===== src/rtl/addr8_io_stage.sv =====
// Registered operand/result wrapper around an external 8-bit combinational adder.
// Operands enter over valid/ready, the sum lands in a small result FIFO, and saturating counters track pushes and carries.
module addr8_io_stage #(
    parameter int DEPTH = 2,
    parameter int CNT_W = 16
) (
    input  logic             clk,
    input  logic             rst_n,
    input  logic             clr,
    input  logic             in_valid,
    output logic             in_ready,
    input  logic [7:0]       in_a,
    input  logic [7:0]       in_b,
    output logic [15:0]      add_x,
    input  logic [8:0]       add_y,
    output logic             out_valid,
    input  logic             out_ready,
    output logic [8:0]       out_sum,
    output logic [CNT_W-1:0] op_cnt,
    output logic [CNT_W-1:0] carry_cnt
);

    localparam int PW = (DEPTH > 1) ? $clog2(DEPTH) : 1;
    localparam int CW = PW + 1;
    localparam logic [CW-1:0] FULL = CW'(DEPTH);

    function automatic logic [CNT_W-1:0] sat_inc(input logic [CNT_W-1:0] v);
        return (&v) ? v : v + CNT_W'(1);
    endfunction

    logic             op_valid_q, op_valid_d;
    logic [7:0]       a_q, a_d;
    logic [7:0]       b_q, b_d;
    logic [8:0]       mem_q [DEPTH];
    logic [8:0]       mem_d [DEPTH];
    logic [PW-1:0]    wr_ptr_q, wr_ptr_d;
    logic [PW-1:0]    rd_ptr_q, rd_ptr_d;
    logic [CW-1:0]    count_q, count_d;
    logic [CNT_W-1:0] op_cnt_q, op_cnt_d;
    logic [CNT_W-1:0] carry_cnt_q, carry_cnt_d;
    logic             push, pop, accept;

    assign out_valid = (count_q != '0);
    assign out_sum   = mem_q[rd_ptr_q];
    assign add_x     = {b_q, a_q};
    assign op_cnt    = op_cnt_q;
    assign carry_cnt = carry_cnt_q;

    assign pop      = out_valid & out_ready;
    assign push     = op_valid_q & ((count_q < FULL) | pop);
    assign in_ready = ~op_valid_q | push;
    assign accept   = in_valid & in_ready;

    always_comb begin
        op_valid_d  = op_valid_q;
        a_d         = a_q;
        b_d         = b_q;
        mem_d       = mem_q;
        wr_ptr_d    = wr_ptr_q;
        rd_ptr_d    = rd_ptr_q;
        count_d     = count_q + CW'(push) - CW'(pop);
        op_cnt_d    = op_cnt_q;
        carry_cnt_d = carry_cnt_q;

        // S1: operand register feeding the adder
        if (accept) begin
            op_valid_d = 1'b1;
            a_d        = in_a;
            b_d        = in_b;
        end else if (push) begin
            op_valid_d = 1'b0;
        end

        // S2: result FIFO, pointers wrap naturally at a power-of-two depth
        if (push) begin
            mem_d[wr_ptr_q] = add_y;
            wr_ptr_d        = wr_ptr_q + PW'(1);
        end
        if (pop) begin
            rd_ptr_d = rd_ptr_q + PW'(1);
        end

        if (clr) begin
            op_cnt_d    = '0;
            carry_cnt_d = '0;
        end else if (push) begin
            op_cnt_d = sat_inc(op_cnt_q);
            if (add_y[8]) begin
                carry_cnt_d = sat_inc(carry_cnt_q);
            end
        end
    end

    always_ff @(posedge clk or negedge rst_n) begin
        if (!rst_n) begin
            op_valid_q  <= 1'b0;
            a_q         <= '0;
            b_q         <= '0;
            for (int i = 0; i < DEPTH; i++) begin
                mem_q[i] <= '0;
            end
            wr_ptr_q    <= '0;
            rd_ptr_q    <= '0;
            count_q     <= '0;
            op_cnt_q    <= '0;
            carry_cnt_q <= '0;
        end else begin
            op_valid_q  <= op_valid_d;
            a_q         <= a_d;
            b_q         <= b_d;
            mem_q       <= mem_d;
            wr_ptr_q    <= wr_ptr_d;
            rd_ptr_q    <= rd_ptr_d;
            count_q     <= count_d;
            op_cnt_q    <= op_cnt_d;
            carry_cnt_q <= carry_cnt_d;
        end
    end

endmodule


===== config.mk =====
export PLATFORM = sky130hd
export DESIGN_NAME = addr8_io_stage
export DESIGN_NICKNAME = d
export VERILOG_FILES = /design/src/rtl/addr8_io_stage.sv
export SDC_FILE = /design/constraint.sdc
export NUM_CORES = 1
export LEC_CHECK = 0
export BUFFER_PORTS_ARGS = -buffer_cell sky130_fd_sc_hd__buf_2
export CAP_MARGIN = 40
export CORE_ASPECT_RATIO = 0.7
export CORE_MARGIN = 1.5
export CORE_UTILIZATION = 57
export DETAILED_ROUTE_END_ITERATION = 10
export PLACE_DENSITY = 0.94
export SYNTH_ARGS = -nofsm -noshare
export SYNTH_HDL_FRONTEND = slang
export SYNTH_SLANG_ARGS = --single-unit

===== constraint.sdc =====
create_clock -name clk -period 4.27 [get_ports clk]
set_input_delay 0.427 -clock clk [delete_from_list [all_inputs] [get_ports clk]]
set_output_delay 0.427 -clock clk [all_outputs]
set_load 0.01 [all_outputs]

* Yosys cells after proc, flatten, opt, wreduce, memory -nomap -nowiden
Cells that the tools add are included.
Widths: inputs -> output; s select.
** Cells by class
- Add/subtract/negate cells :: 6
- $lt $le $gt $ge :: 4
- Eq/ne operators :: 2
- Multiplexer cells :: 15
- Bitwise operators :: 8
- Reductions and logical operators :: 9
** Operators by type and width (number)
- $mux 16 :: 7
- $mux 9 :: 4
- $add 16x1->16 const B :: 2
- $reduce_and 16->1 :: 2
- $bwmux 18 :: 1
- $demux 9 s1 :: 1
- $reduce_bool 2->1 :: 4
- $ge 2x2->1 const B :: 2
- $ne 2x2->1 const B :: 2
- $not 1->2 :: 2
- $and 1x1->1 :: 3
- $reduce_and 3->1 :: 1
- $add 1x1->1 const B :: 2
- $add 2x1->2 :: 1
- $lt 2x1->1 const B :: 1
- $lt 2x2->1 const B :: 1
- $mux 1 :: 2
- $or 1x1->1 :: 2
- $reduce_and 2->1 :: 1
- $sub 2x1->2 :: 1
- $logic_and 1x1->1 :: 1
- $not 1->1 :: 1
** Word-level totals
- Bits in registers :: 71
- Input port bits :: 30
- Output and inout bits :: 59
- Word-level logic and storage cells :: 54

* Longest topological paths before layout
Gate-level depths: netlist of run 1.
- Word-level depth :: 7
- Depth in mapped cells :: 8
- Depth with buffers taken out :: 7

* Least setup slack after synthesis of run 1
OpenSTA, ideal clock, no wires.
- Kind :: register -> register
- Start :: register op_cnt_q[0], in the netlist op_cnt[0]
- End :: register op_cnt_q[3], in the netlist op_cnt[3]
- Library setup time :: 0.125 ns
- Arrival time :: 1.814 ns
- Required time :: 4.145 ns
- Path slack :: 2.331 ns
- Cell stages (with the launch flop) :: 7
- Path buffers :: 0
- Clock period less this slack :: 1.939 ns
- Cells stage by stage :: dfrtp_1 ha_1 nand4_1 nor3_4 a31oi_2 nand4_1 mux2_2
** On the way
- Cells in the longest elaborated chain, start to end :: 4
- Elaborated cells on any way between the ends :: 7
- Classes of those cells :: 1 x add/sub; 1 x eq/ne; 3 x mux; 2 x reduce/logical
** Ends and longest elaborated chain
- from (decl) :: line 39 : logic [CNT_W-1:0] op_cnt_q, op_cnt_d;
- from (signal assigned) :: line 115 : op_cnt_q <= op_cnt_d;
- $add 16x1->16 :: line 28 : return (&v) ? v : v + CNT_W'(1);
- $mux 16 :: line 28
- $mux 16 :: line 86 : end else if (push) begin
- $mux 16 :: line 83 : if (clr) begin
Several ways; a longest one is shown, not always the timed one. The select of a mux whose other input is x is not followed.
A chain may end at the register's enable or synchronous reset.

* Worst setup path in the final report of run 1
- Start :: register op_cnt_q[0], in the netlist op_cnt[0]
- End :: register op_cnt_q[4], in the netlist op_cnt[4]
Same word-level chain as after synthesis.

==> summary.md, run 1 <==
| Metric | Value |
|---|---|
| DRT Wirelength | between 7000 and 8000 µm |
| Synth Flop Type | dfrtp_1 |
| Starting Density | 0.5952 |
| Setup crit start kind | flop |
| Setup ws final | approximately 2.2 ns |
| GP Congestion | about 0.9 |
| R2r worst-path depth | 6 |
| Height of the die | between 60 and 70 µm |
| Routed wire length per instance | between 15 and 20 µm |
| H-Tree Level Count | 3 |
| RSZ-0062 raised after global routing | no |
| Worst Skew | 0.008425 ns |
| Crit-path slowest cell | dfrtp_1 |
| Max Fclk | around 480 MHz |
| Leakage | roughly 0.0019 µW |
| Post-CTS Setup Bufs | 0 |
| Net count, final | about 420 |
| Ports | about 90 |
| First drt pass iteration count | 4 |
| CP Class | reg -> reg |
| Cell Area, Synth | ~3400 µm² |
| Via count | approximately 2600 |
| Clock root cell | clkbuf_8 |
| Worst Tran Pin Value | around 0.65 ns |
| CP Data Arrival Time | between 2 and 2.5 ns |
| Rows | 23 |
| Hold buffer count at CTS | 0 |
| Width of the die | 95.66 µm |
| RR Startpoint | op_cnt[0] |
| Area grow syn2layout | 22.10% |
| Placed Area | 3939 µm² |
| CP Launch Point | op_cnt[0] |
| Hold crit path type | in -> async |
| Post-Synthesis Cells | 293 |
| Placed Instances | roughly 450 |
| Initial antenna violation count | 0 |
| Deepest clock path buffer count | 2 |
| Clock Latency Late Sink | between 0.3 and 0.4 ns |
| Place WS | 2.182 ns |
| Post-synth EDFFs | 0 |
| Req. time, crit path | 4.50 ns |
| Crit path top cell by count | nand4_1 |
| Async SR Flop Fraction | 1.000 |
| #FFs+latches synth | between 70 and 80 |
| Setup violations, final | 0 |
| Synth warn | 0 |
| Avg Synthesized Cell Area | roughly 12 µm² |
| Crit-path max FO | 7 |
| CTS tree | done |
| FF-to-FF End | op_cnt[4] |
| Largest net degree at the start of global routing | 37 |
| Tmin final | 2.075 ns |
| ANT cells | 0 |
| Post-Layout Cell Count | ~460 |
| Buffers and inverters on the worst path | 0 |
| Layout cell share with drive strength beyond 1 | 0.4238 |
| CTS sink cnt | 71 |
| PD cells | 516.8 nW/µm² |
| Setup crit end kind | flop |
| Cell area after layout | 4183 µm² |
| First-pass GRT wire length | approximately 11000 µm |
| DRT iter0 DRCs | roughly 140 |
| CP top delay family | simple AND/OR/NAND/NOR gates |
| Vias in the first global route | approximately 2400 |
| Core area | approximately 5800 µm² |
| Max cap viols | 0 |
| Hpwl dp | 5222 µm |
| Slew margin rel. | 0.5675 |
| Area of the die | roughly 6500 µm² |
| CTS Buf Count | 9 |
| Worst vdd ir | between 0.2 and 0.3 mV |
| Final hold violations | 0 |
| Status | finished, final reports clean |
| Detail Route Antenna Nets | 0 |
| Yosys cell types | 44 |
| Post-cts sizing count | 0 |
| Slowest stage delay, CP | around 0.42 ns |
| R2R Setup Slk | approximately 2.2 ns |
| Remaining DRCs | 0 |
| Critical path cell sequence | ha_1 -> nand4_1 -> nor3_4 -> a31oi_2 -> nand4_1 -> mux2_2 |
| Grt total ovfl | 0 |
| Pins Over Slew Limit | 0 |
| All-layer global routing usage | 0.2334 |
| I/O Buffers | 88 |
| Sequential area share after synthesis | 0.5186 |
| Vias per inst | approximately 5.7 |
| Clock slew at reported path FFs | ~0.070 ns |
| Minimum hold slack | about 0.040 ns |
| Synth Net Count | between 300 and 400 |
| Period utilization | 0.4859 |
| Setup TNS | 0 ns |
## routing by layer
| layer | part of all wire | wire [µm] | GRT usage | vias to the layer above |
|---|---|---|---|---|
| li1 | - | - | - | 1240 |
| met1 | 0.46 | 3365 | 0.3264 | 1297 |
| met2 | 0.48 | 3504 | 0.3556 | 81 |
| met3 | 0.055 | 406 | 0.06111 | 9 |
| met4 | 0.011 | 78 | 0.07721 | 0 |
| met5 | 0 | 0 | 0 | - |
## cell type report
cell class              instances  area [µm²]
inverters                       4       15.01
clock inverters                 5       106.4
fillers                       398        1573
well taps                      75       93.84
repair buffers                 90       467.9
flip-flops and latches         71        1777
multi-input cells             207        1585
clock buffers                  10       137.6
## cells by family (layout without fill, tap and decap cells)
group / Yosys count / after routing / share of synthesized area
mux: 47 / 47 / 0.1541
fa+ha+maj: 4 / 4 / 0.01461
simple gates: 108 / 108 / 0.1724
compound gates: 25 / 25 / 0.06282
flops: 71 / 71 / 0.5186
xor+xnor: 23 / 23 / 0.05880
buf+inv: 15 / 109 / 0.01862
## sequential cells by signal (all words and copies together), names as in the netlist
signal / cells
a_q: 8
rd_ptr_q: 1
b_q: 8
op_cnt: 16
wr_ptr_q: 1
carry_cnt: 16
op_valid_q: 1
mem_q: 18
count_q: 2
## per-stage QoR
step,util,total power [µW]
floorplan,-,1317
global placement,0.6809,1488
detailed placement,0.6843,1522
CTS,0.7267,2178
global route,0.7267,2275
finish,0.7267,2162
## cells in the mapped netlist (all sizes together) (3+ instances only)
| cell type | count | area share |
|---|---|---|
| and3 | 4 | 0.0073 |
| nand2 | 13 | 0.015 |
| nor2b | 3 | 0.0055 |
| ha | 4 | 0.015 |
| inv | 4 | 0.0044 |
| a211oi | 5 | 0.011 |
| nor3 | 6 | 0.012 |
| and4 | 3 | 0.0077 |
| nand3 | 14 | 0.020 |
| a21oi | 6 | 0.0088 |
| xnor2 | 22 | 0.056 |
| clkbuf | 6 | 0.0066 |
| nand2b | 3 | 0.0055 |
| a31oi | 3 | 0.0073 |
| nor2 | 34 | 0.039 |
| dfrtp | 71 | 0.52 |
| nor4 | 6 | 0.011 |
| mux2 | 46 | 0.15 |
| buf | 5 | 0.0077 |
| nand4 | 12 | 0.026 |
## worst max path at each step
stage               cells after the start  slack [ns]        end
CTS                                     6        2.20  op_cnt[4]
detailed placement                      5        2.18  mem_q[10]
global route                            6        2.05  op_cnt[4]
finish                                  6        2.20  op_cnt[4]
global placement                        5        2.28  mem_q[10]
floorplan                               6        2.33  op_cnt[3]
## report_power, final
part           internal (µW)  total [µW]  switching [µW]
Clock                    402         655             253
Combinational            319         583             264
Sequential               822         924             102
Total                   1540        2160             618
## placed cells by master, fill, tap and decap left out, drive strengths merged, types with 10 or more instances in the layout
cell | synthesis | layout
buf | 5 | 90
clkbuf | 6 | 10
dfrtp | 71 | 71
mux2 | 46 | 46
nand2 | 13 | 13
nand3 | 14 | 14
nand4 | 12 | 12
nor2 | 34 | 34
xnor2 | 22 | 22
Power figures use the tool's default switching activity.
==> run 2, diff against run 1 <==
--- a/config.mk
+++ b/config.mk
@@ -9,9 +9,9 @@
 export CAP_MARGIN = 40
 export CORE_ASPECT_RATIO = 0.7
 export CORE_MARGIN = 1.5
-export CORE_UTILIZATION = 57
+export CORE_UTILIZATION = 48
 export DETAILED_ROUTE_END_ITERATION = 10
-export PLACE_DENSITY = 0.94
+export PLACE_DENSITY = 0.85
 export SYNTH_ARGS = -nofsm -noshare
 export SYNTH_HDL_FRONTEND = slang
 export SYNTH_SLANG_ARGS = --single-unit
==> constraint.sdc (replaced) <==
create_clock -name clk -period 1.9 [get_ports clk]
set_input_delay 0.19 -clock clk [delete_from_list [all_inputs] [get_ports clk]]
set_output_delay 0.19 -clock clk [all_outputs]
set_load 0.01 [all_outputs]
==> run 2 against run 1 <==
  * Critical path depth is 1 higher
  * Cell count grew 6.7%
  * First-iteration DRC count decreased by 17%
  * Sequential power up 130%
  * Largest cell class unchanged
  * Maximum frequency is 14% higher
  * Sequential share of layout area is 0.81 points lower
  * Utilization shrank 10 points
  * Cell area grew 2.0%
  * Power rose by 110%
  * Clock power up 62%
==> summary.md, run 2 (same netlist as run 1, synthesis figures left out) <==
| Metric | Value |
|---|---|
| Grt total ovfl | 0 (unchanged) |
| Setup TNS | 0 ns (unchanged) |
| Remaining DRCs | 0 (unchanged) |
| Core area | 6819 µm² (+18%) |
| Clock slew at reported path FFs | 0.08 ns (about the same) |
| Max Fclk | 549.2 MHz (+14%) |
| Slew margin rel. | 0.6713 (+0.1038) |
| Hpwl dp | 5190 µm (-0.61%) |
| Area of the die | 7661 µm² (+18%) |
| Via count | 2643 (+0.61%) |
| Net count, final | 428 (+2.6%) |
| DRT iter0 DRCs | 112 (-17%) |
| Clock root cell | clkbuf_8 |
| CP top delay family | simple AND/OR/NAND/NOR gates |
| Rows | 25 (+8.7%) |
| Pins Over Slew Limit | 0 (unchanged) |
| All-layer global routing usage | 0.2000 (-0.03344) |
| Post-Layout Cell Count | 493 (+6.7%) |
| Worst Skew | 0.008945 ns (+0.0005195 ns) |
| Height of the die | 73.68 µm (+8.6%) |
| ANT cells | 0 (unchanged) |
| Max cap viols | 0 (unchanged) |
| Vias in the first global route | 2589 (+6.8%) |
| First-pass GRT wire length | 12230 µm (+6.7%) |
| GP Congestion | 0.8276 (-7.8%) |
| DRT Wirelength | 7366 µm (+0.15%) |
| Placed Instances | 475 (+6.3%) |
| Setup crit start kind | flop |
| Layout cell share with drive strength beyond 1 | 0.4511 (+0.02736) |
| Critical path cell sequence | ha_4 -> nand4_1 -> nor3_4 -> buf_4 -> a31o_2 -> or3_1 -> a21oi_1 |
| Most frequent cells in the layout | 88 x buf_2, 70 x dfrtp_1, 46 x mux2_2, 32 x nor2_1, 21 x xnor2_1 |
| Detail Route Antenna Nets | 0 (unchanged) |
| Max FFs per register | 18 (unchanged) |
| Period utilization | 0.9583 (+0.4724) |
| Routed wire length per instance | 14.94 µm (-6.1%) |
| Ports | 89 (unchanged) |
| CP Class | reg -> reg |
| H-Tree Level Count | 3 (unchanged) |
| Worst vdd ir | 0.4787 mV (+61%) |
| Status | finished, final reports clean |
| Buffers and inverters on the worst path | 1 (+1) |
| Deepest clock path buffer count | 2 (unchanged) |
| First drt pass iteration count | 4 (unchanged) |
| Width of the die | 104.0 µm (+8.7%) |
| Setup violations, final | 0 (unchanged) |
| Commonest non-fill, non-tap cell in the layout | buf_2 |
| I/O Buffers | 88 (unchanged) |
| RR Startpoint | op_cnt[1] |
| CTS sink cnt | 71 (unchanged) |
| CP Launch Point | op_cnt[1] |
| Final hold violations | 0 (unchanged) |
| CP Data Arrival Time | 2.08 ns (-0.22 ns) |
| Largest Register | mem_q |
| Largest net degree at the start of global routing | 72 (+95%) |
| Worst Tran Pin Value | 0.4916 ns (-0.1571 ns) |
| CTS tree | done |
| Initial antenna violation count | 0 (unchanged) |
| CTS Buf Count | 9 (unchanged) |
| Clock Latency Late Sink | 0.34 ns (about the same) |
| Tmin final | 1.821 ns (-0.2541 ns) |
| Area grow syn2layout | 24.54% |
| Starting Density | 0.5024 (-0.09283) |
| Crit-path max FO | 5 (-2) |
| RSZ-0062 raised after global routing | no |
| Final Total Pwr | 4520 µW (+110%) |
| Hold crit path type | in -> reg |
| Slowest stage delay, CP | 0.45 ns (+0.03 ns) |
| Setup crit end kind | flop |
| Req. time, crit path | 2.15 ns (-2.35 ns) |
| PD cells | 1059 nW/µm² (+100%) |
| Leakage | 0.001899 µW (+1.2%) |
| Min-Delay Startpoint | in_valid |
| Vias per inst | 5.361 (-5.7%) |
| Crit-path slowest cell | dfrtp_2 |
[run 2: cell count changes in the layout (fill, tap and decap cells not counted), sizes merged]
cell / before / now
clkinv: 1 / 3
bufinv: 3 / 0
dlygate4sd3: 0 / 1
buf: 90 / 100
clkbuf: 10 / 11
clkinvlp: 1 / 2
[run 2: area by class of cell]
type                       instances  area [µm²]
fill                             587        2552
sequential                        71        1778
multi-input combinational        207        1628
timing repair buffer             101       553.0
clock buffer                      11       141.4
tap                               94       117.6
clock inverter                     5       33.78
inverter                           4       15.01
[run 2: per-stage QoR]
step / hold WS [ns] / setup slack [ns] / area, µm² / utilization
6_report: 0.05369 / 0.07923 / 4267 / 0.6257
5_1_grt: 0.04416 / 0.009208 / 4267 / 0.6257
4_1_cts: 0.03419 / 0.02815 / 4215 / 0.6182
3_5_place_dp: 0.2445 / 0.04968 / 4030 / 0.5910
3_3_place_gp: 0.2432 / 0.1282 / 4030 / 0.5910
2_1_floorplan: -0.1056 / 0.02756 / 3426 / -
[run 2: worst register-to-register path, cell delays in order (launching register included)]
cell,delay [ns]
dfrtp_2,0.45
ha_4,0.19
nand4_1,0.16
nor3_4,0.08
buf_4,0.16
a31o_2,0.25
or3_1,0.31
a21oi_1,0.16
[run 2: timing repair]
item | CTS | global route
setup buffers | 0 | 1
endpoints found under the hold margin | 71 | 0
gates resized for setup | 0 | 9
hold buffers | 1 | 0
setup endpoints to repair | 0 | 8
[run 2: path summary, 6_finish.rpt]
path	cells after the start	slack [ns]	endpoint
max in group asynchronous	3	1.16	op_cnt[1]
max	7	0.08	op_cnt[5]
min in group asynchronous	3	0.40	carry_cnt[9]
max reg2reg	7	0.08	op_cnt[5]
min reg2reg	1	0.50	mem_q[2]
min	2	0.05	op_valid_q
[run 2: power by group]
part	switching, µW	internal [µW]
Sequential	228	1850
Clock	555	507
Combinational	607	772
Total	1390	3130
[run 2: per-layer routing]
layer / wire length [µm] / GRT usage
met1: 3434 / 0.2656
met2: 3414 / 0.3186
met3: 493 / 0.06655
met4: 23 / 0.05247
met5: 0 / 0
==> run 3, diff against run 2 <==
==> config.mk (replaced) <==
export PLATFORM = sky130hd
export DESIGN_NAME = addr8_io_stage
export DESIGN_NICKNAME = d
export VERILOG_FILES = /design/src/rtl/addr8_io_stage.sv
export SDC_FILE = /design/constraint.sdc
export NUM_CORES = 1
export LEC_CHECK = 0
export ABC_AREA = 1
export BUFFER_PORTS_ARGS = -buffer_cell sky130_fd_sc_hd__buf_2
export CAP_MARGIN = 40
export CORE_ASPECT_RATIO = 1.5
export CORE_MARGIN = 1.5
export CORE_UTILIZATION = 49
export DETAILED_ROUTE_END_ITERATION = 10
export PLACE_DENSITY = 0.86
export RECOVER_POWER = 100
export SYNTH_ARGS = -nofsm -noshare
export SYNTH_HDL_FRONTEND = slang
export SYNTH_SLANG_ARGS = --single-unit
==> run 3 against run 2 <==
  * Combinational power increased by 25%
  * Cell area increased by 5.1%
  * Synthesized area is 8.7% higher
  * Global-route usage is 3.4 points higher
  * Critical path type unchanged
  * Critical endpoint is now op_cnt[9]
  * Largest cell class unchanged
==> summary.md, run 3 <==
| Metric | Value |
|---|---|
| Status | finished, final reports clean |
| Area of the die | 8139 µm² (+6.2%) |
| Leakage | 0.002355 µW (+24%) |
| H-Tree Level Count | 3 (unchanged) |
| DRT iter0 DRCs | 355 (+220%) |
| Buffers and inverters on the worst path | 2 (+1) |
| CTS Buf Count | 9 (unchanged) |
| Cell area after layout | 4484 µm² (+5.1%) |
| DRT Wirelength | 8721 µm (+18%) |
| GP Congestion | 0.8279 (about the same) |
| CTS sink cnt | 71 (unchanged) |
| Clock slew at reported path FFs | 0.08 ns (about the same) |
| Ranking of synthesized cells by area | dfrtp_1 48%, nand2_1 19%, nand3_1 7.5% |
| Synth Area in Compound Gates | 0.07160 (+0.008777) |
| Pint | 3151 µW (+0.71%) |
| Crit-path slowest cell | dfrtp_1 |
| Slowest stage delay, CP | 0.40 ns (-0.05 ns) |
| Clock Latency Late Sink | 0.36 ns (+0.02 ns) |
| Async SR Flop Fraction | 1.000 (unchanged) |
| Yosys top cell area share | 0.4773 (-0.04132) |
| Worst Skew | 0.007879 ns (-0.001066 ns) |
| Initial antenna violation count | 0 (unchanged) |
| Crit path top cell by count | nand3_1 |
| Routed wire length per instance | 12.49 µm (-16%) |
| First-pass GRT wire length | 14690 µm (+20%) |
| Cell Area, Synth | 3722 µm² (+8.7%) |
| Slew margin rel. | 0.1153 (-0.5560) |
| Post-Synth Adder-Cell Area | 0.01345 (-0.001164) |
| Final hold violations | 0 (unchanged) |
| Remaining DRCs | 0 (unchanged) |
| Width of the die | 74.17 µm (-29%) |
| Multiplexer area fraction after synthesis | 0 (-0.1541) |
| CP Class | reg -> reg |
| Max Fclk | 574.1 MHz (+4.5%) |
| Height of the die | 109.7 µm (+49%) |
| Deepest clock path buffer count | 2 (unchanged) |
| Simple-Gate Fraction of Synth Area | 0.3405 (+0.1681) |
| Met1 Use GR | 0.2626 (-0.003047) |
| Place WS | 0.07586 ns (+0.02618 ns) |
| ANT cells | 0 (unchanged) |
| Largest net degree at the start of global routing | 32 (-56%) |
| Period utilization | 0.9167 (-0.04159) |
| GR met2 Demand/Resource | 0.4075 (+0.08891) |
| Max cap viols | 0 (unchanged) |
| Net count, final | 627 (+46%) |
| Tmin final | 1.742 ns (-0.07903 ns) |
| Avg Synthesized Cell Area | 7.535 µm² (-36%) |
| Core area | 7274 µm² (+6.7%) |
| Fraction of power consumed by sequential logic | 0.414 (-0.046) |
| Detail Route Antenna Nets | 0 (unchanged) |
| Starting Density | 0.5117 (+0.009311) |
| Setup ws final | 0.1583 ns (+0.07903 ns) |
| Hpwl dp | 6275 µm (+21%) |
| Sequential area share after synthesis | 0.4773 (-0.04132) |
| CP Data Arrival Time | 1.98 ns (-0.10 ns) |
| Clock root cell | clkbuf_8 |
| Synth Area in XOR/XNOR | 0.02824 (-0.03057) |
| Fin util | 0.6164 (-0.009245) |
| Cell accounting for the most synthesized area | dfrtp_1 |
| M3 GR Usage | 0.05316 (-0.01339) |
| Global route hottest layer | met2 |
| Switching portion of total power | 0.3801 (+0.07246) |
| Worst vdd ir | 0.7841 mV (+64%) |
| Most frequent cells in the layout | 192 x nand2_1, 71 x dfrtp_1, 56 x nand3_1, 49 x buf_2, 42 x inv_1 |
| All-layer global routing usage | 0.2336 (+0.03361) |
| Pins Over Slew Limit | 0 (unchanged) |
| Crit-path max FO | 13 (+8) |
| Vias in the first global route | 3484 (+35%) |
| I/O Buffers | 88 (unchanged) |
| Fillcell total | 639 (+8.9%) |
| Synth warn | 0 (unchanged) |
| Layout cell share with drive strength beyond 1 | 0.1656 (-0.2856) |
| Placed Area | 4299 µm² (+6.7%) |
| Via count | 3603 (+36%) |
| Critical path cell sequence | ha_1 -> nand3_1 -> inv_2 -> nand2_1 -> inv_1 -> nand3_1 -> nand2_2 -> o21ai_0 |
| Max FFs per register | 18 (unchanged) |
| Sw power | 1933 µW (+39%) |
| Rows | 38 (+52%) |
| Grt total ovfl | 0 (unchanged) |
| Req. time, crit path | 2.14 ns (about the same) |
| Setup TNS | 0 ns (unchanged) |
| Post-synth EDFFs | 0 (unchanged) |
| CP top delay family | simple AND/OR/NAND/NOR gates |
| Synth Net Count | 528 (+61%) |
| Area grow syn2layout | 20.47% |
| Ports | 89 (unchanged) |
| Hold crit path type | in -> reg |
| #FFs+latches synth | 71 (unchanged) |
| Top post-synthesis cells by count | 192 x nand2_1, 71 x dfrtp_1, 56 x nand3_1, 43 x inv_1, 40 x nor2_1 |
| Vias per inst | 5.162 (-3.7%) |
| Setup crit start kind | flop |
| RSZ-0062 raised after global routing | yes |
| Setup violations, final | 0 (unchanged) |
| Commonest non-fill, non-tap cell in the layout | nand2_1 |
| PD cells | 1134 nW/µm² (+7.0%) |
| Synth Flop Type | dfrtp_1 |
| Largest Register | mem_q |
| Worst Tran Pin Value | 1.327 ns (+0.8354 ns) |
| Yosys cell types | 29 (-34%) |
| Final Total Pwr | 5084 µW (+12%) |
| Main combinational cell family by area after synthesis | simple AND/OR/NAND/NOR gates |
| Post-Synthesis Cells | 494 (+69%) |
| Clock Power Share | 0.249 (+0.014) |
| CTS tree | done |
| First drt pass iteration count | 7 (+3) |
| Setup crit end kind | flop |
| Logic pwr share | 0.338 (+0.033) |
| Top-count cell post-synth | nand2_1 |
==> run 3: repair_timing <==
| item | in CTS | in global routing |
|---|---|---|
| setup buffers | 0 | 1 |
| setup endpoints to repair | 0 | 16 |
| endpoints found under the hold margin | 22 | 0 |
| hold buffers | 1 | 0 |
| gates resized for setup | 0 | 2 |
==> run 3: worst min-delay path, cell delays in order <==
cell and delay, ns:
buf_2 0.07, nand3_1 0.06, nand2_1 0.06
==> run 3: kinds of logic (layout without fill, tap and decap cells) <==
family | count (synthesis) | after routing
AO/OA/AOI/OAI | 44 | 44
XOR/XNOR | 12 | 12
adder cells (fa/ha/maj) | 4 | 4
buffers and inverters | 59 | 162
flip-flops | 71 | 71
AND/OR/NAND/NOR | 304 | 305
==> run 3: layout make-up <==
cell class	count	area [µm²]	share of cell area
repair buffers	102	511.7	0.1141
inverters	44	165.2	0.03683
flip-flops and latches	71	1777	0.3962
clock buffers	10	137.6	0.03069
multi-input cells	365	1700	0.3792
well taps	100	125.1	0.02790
clock inverters	6	67.56	0.01507
==> run 3: routing by layer <==
metal | vias to the layer above | share of wire
met5 | - | 0
met4 | 0 | 0.027
met3 | 24 | 0.053
met2 | 127 | 0.52
met1 | 1692 | 0.40
li1 | 1760 | -
==> run 3: final timing paths <==
path,from,endpoint,slack [ns],cells past startpoint
setup / recovery,op_cnt[1],op_cnt[9],0.16,8
min in group asynchronous,rst_n,a_q[0],0.66,2
setup reg to reg,op_cnt[1],op_cnt[9],0.16,8
max in group asynchronous,rst_n,a_q[7],0.32,3
hold / removal,in_b[6],b_q[6],0.06,3
hold reg to reg,b_q[5],b_q[5],0.47,2
==> run 3: power by group through the flow <==
stage / Sequential [µW] / Clock, µW / Combinational, µW
CTS: 2110 / 1280 / 1730
global route: 2150 / 1340 / 1920
global placement: 2110 / 0 / 1650
detailed placement: 2130 / 0 / 1720
finish: 2100 / 1260 / 1720
floorplan: 2160 / 0 / 1110
==> run 3: through the flow <==
stage	cells	hold WS, ns
after floorplan	494	-0.1056
after global placement	679	0.2072
after detailed placement	679	0.2046
after CTS	696	0.04254
after global routing	698	0.06022
final	698	0.05530
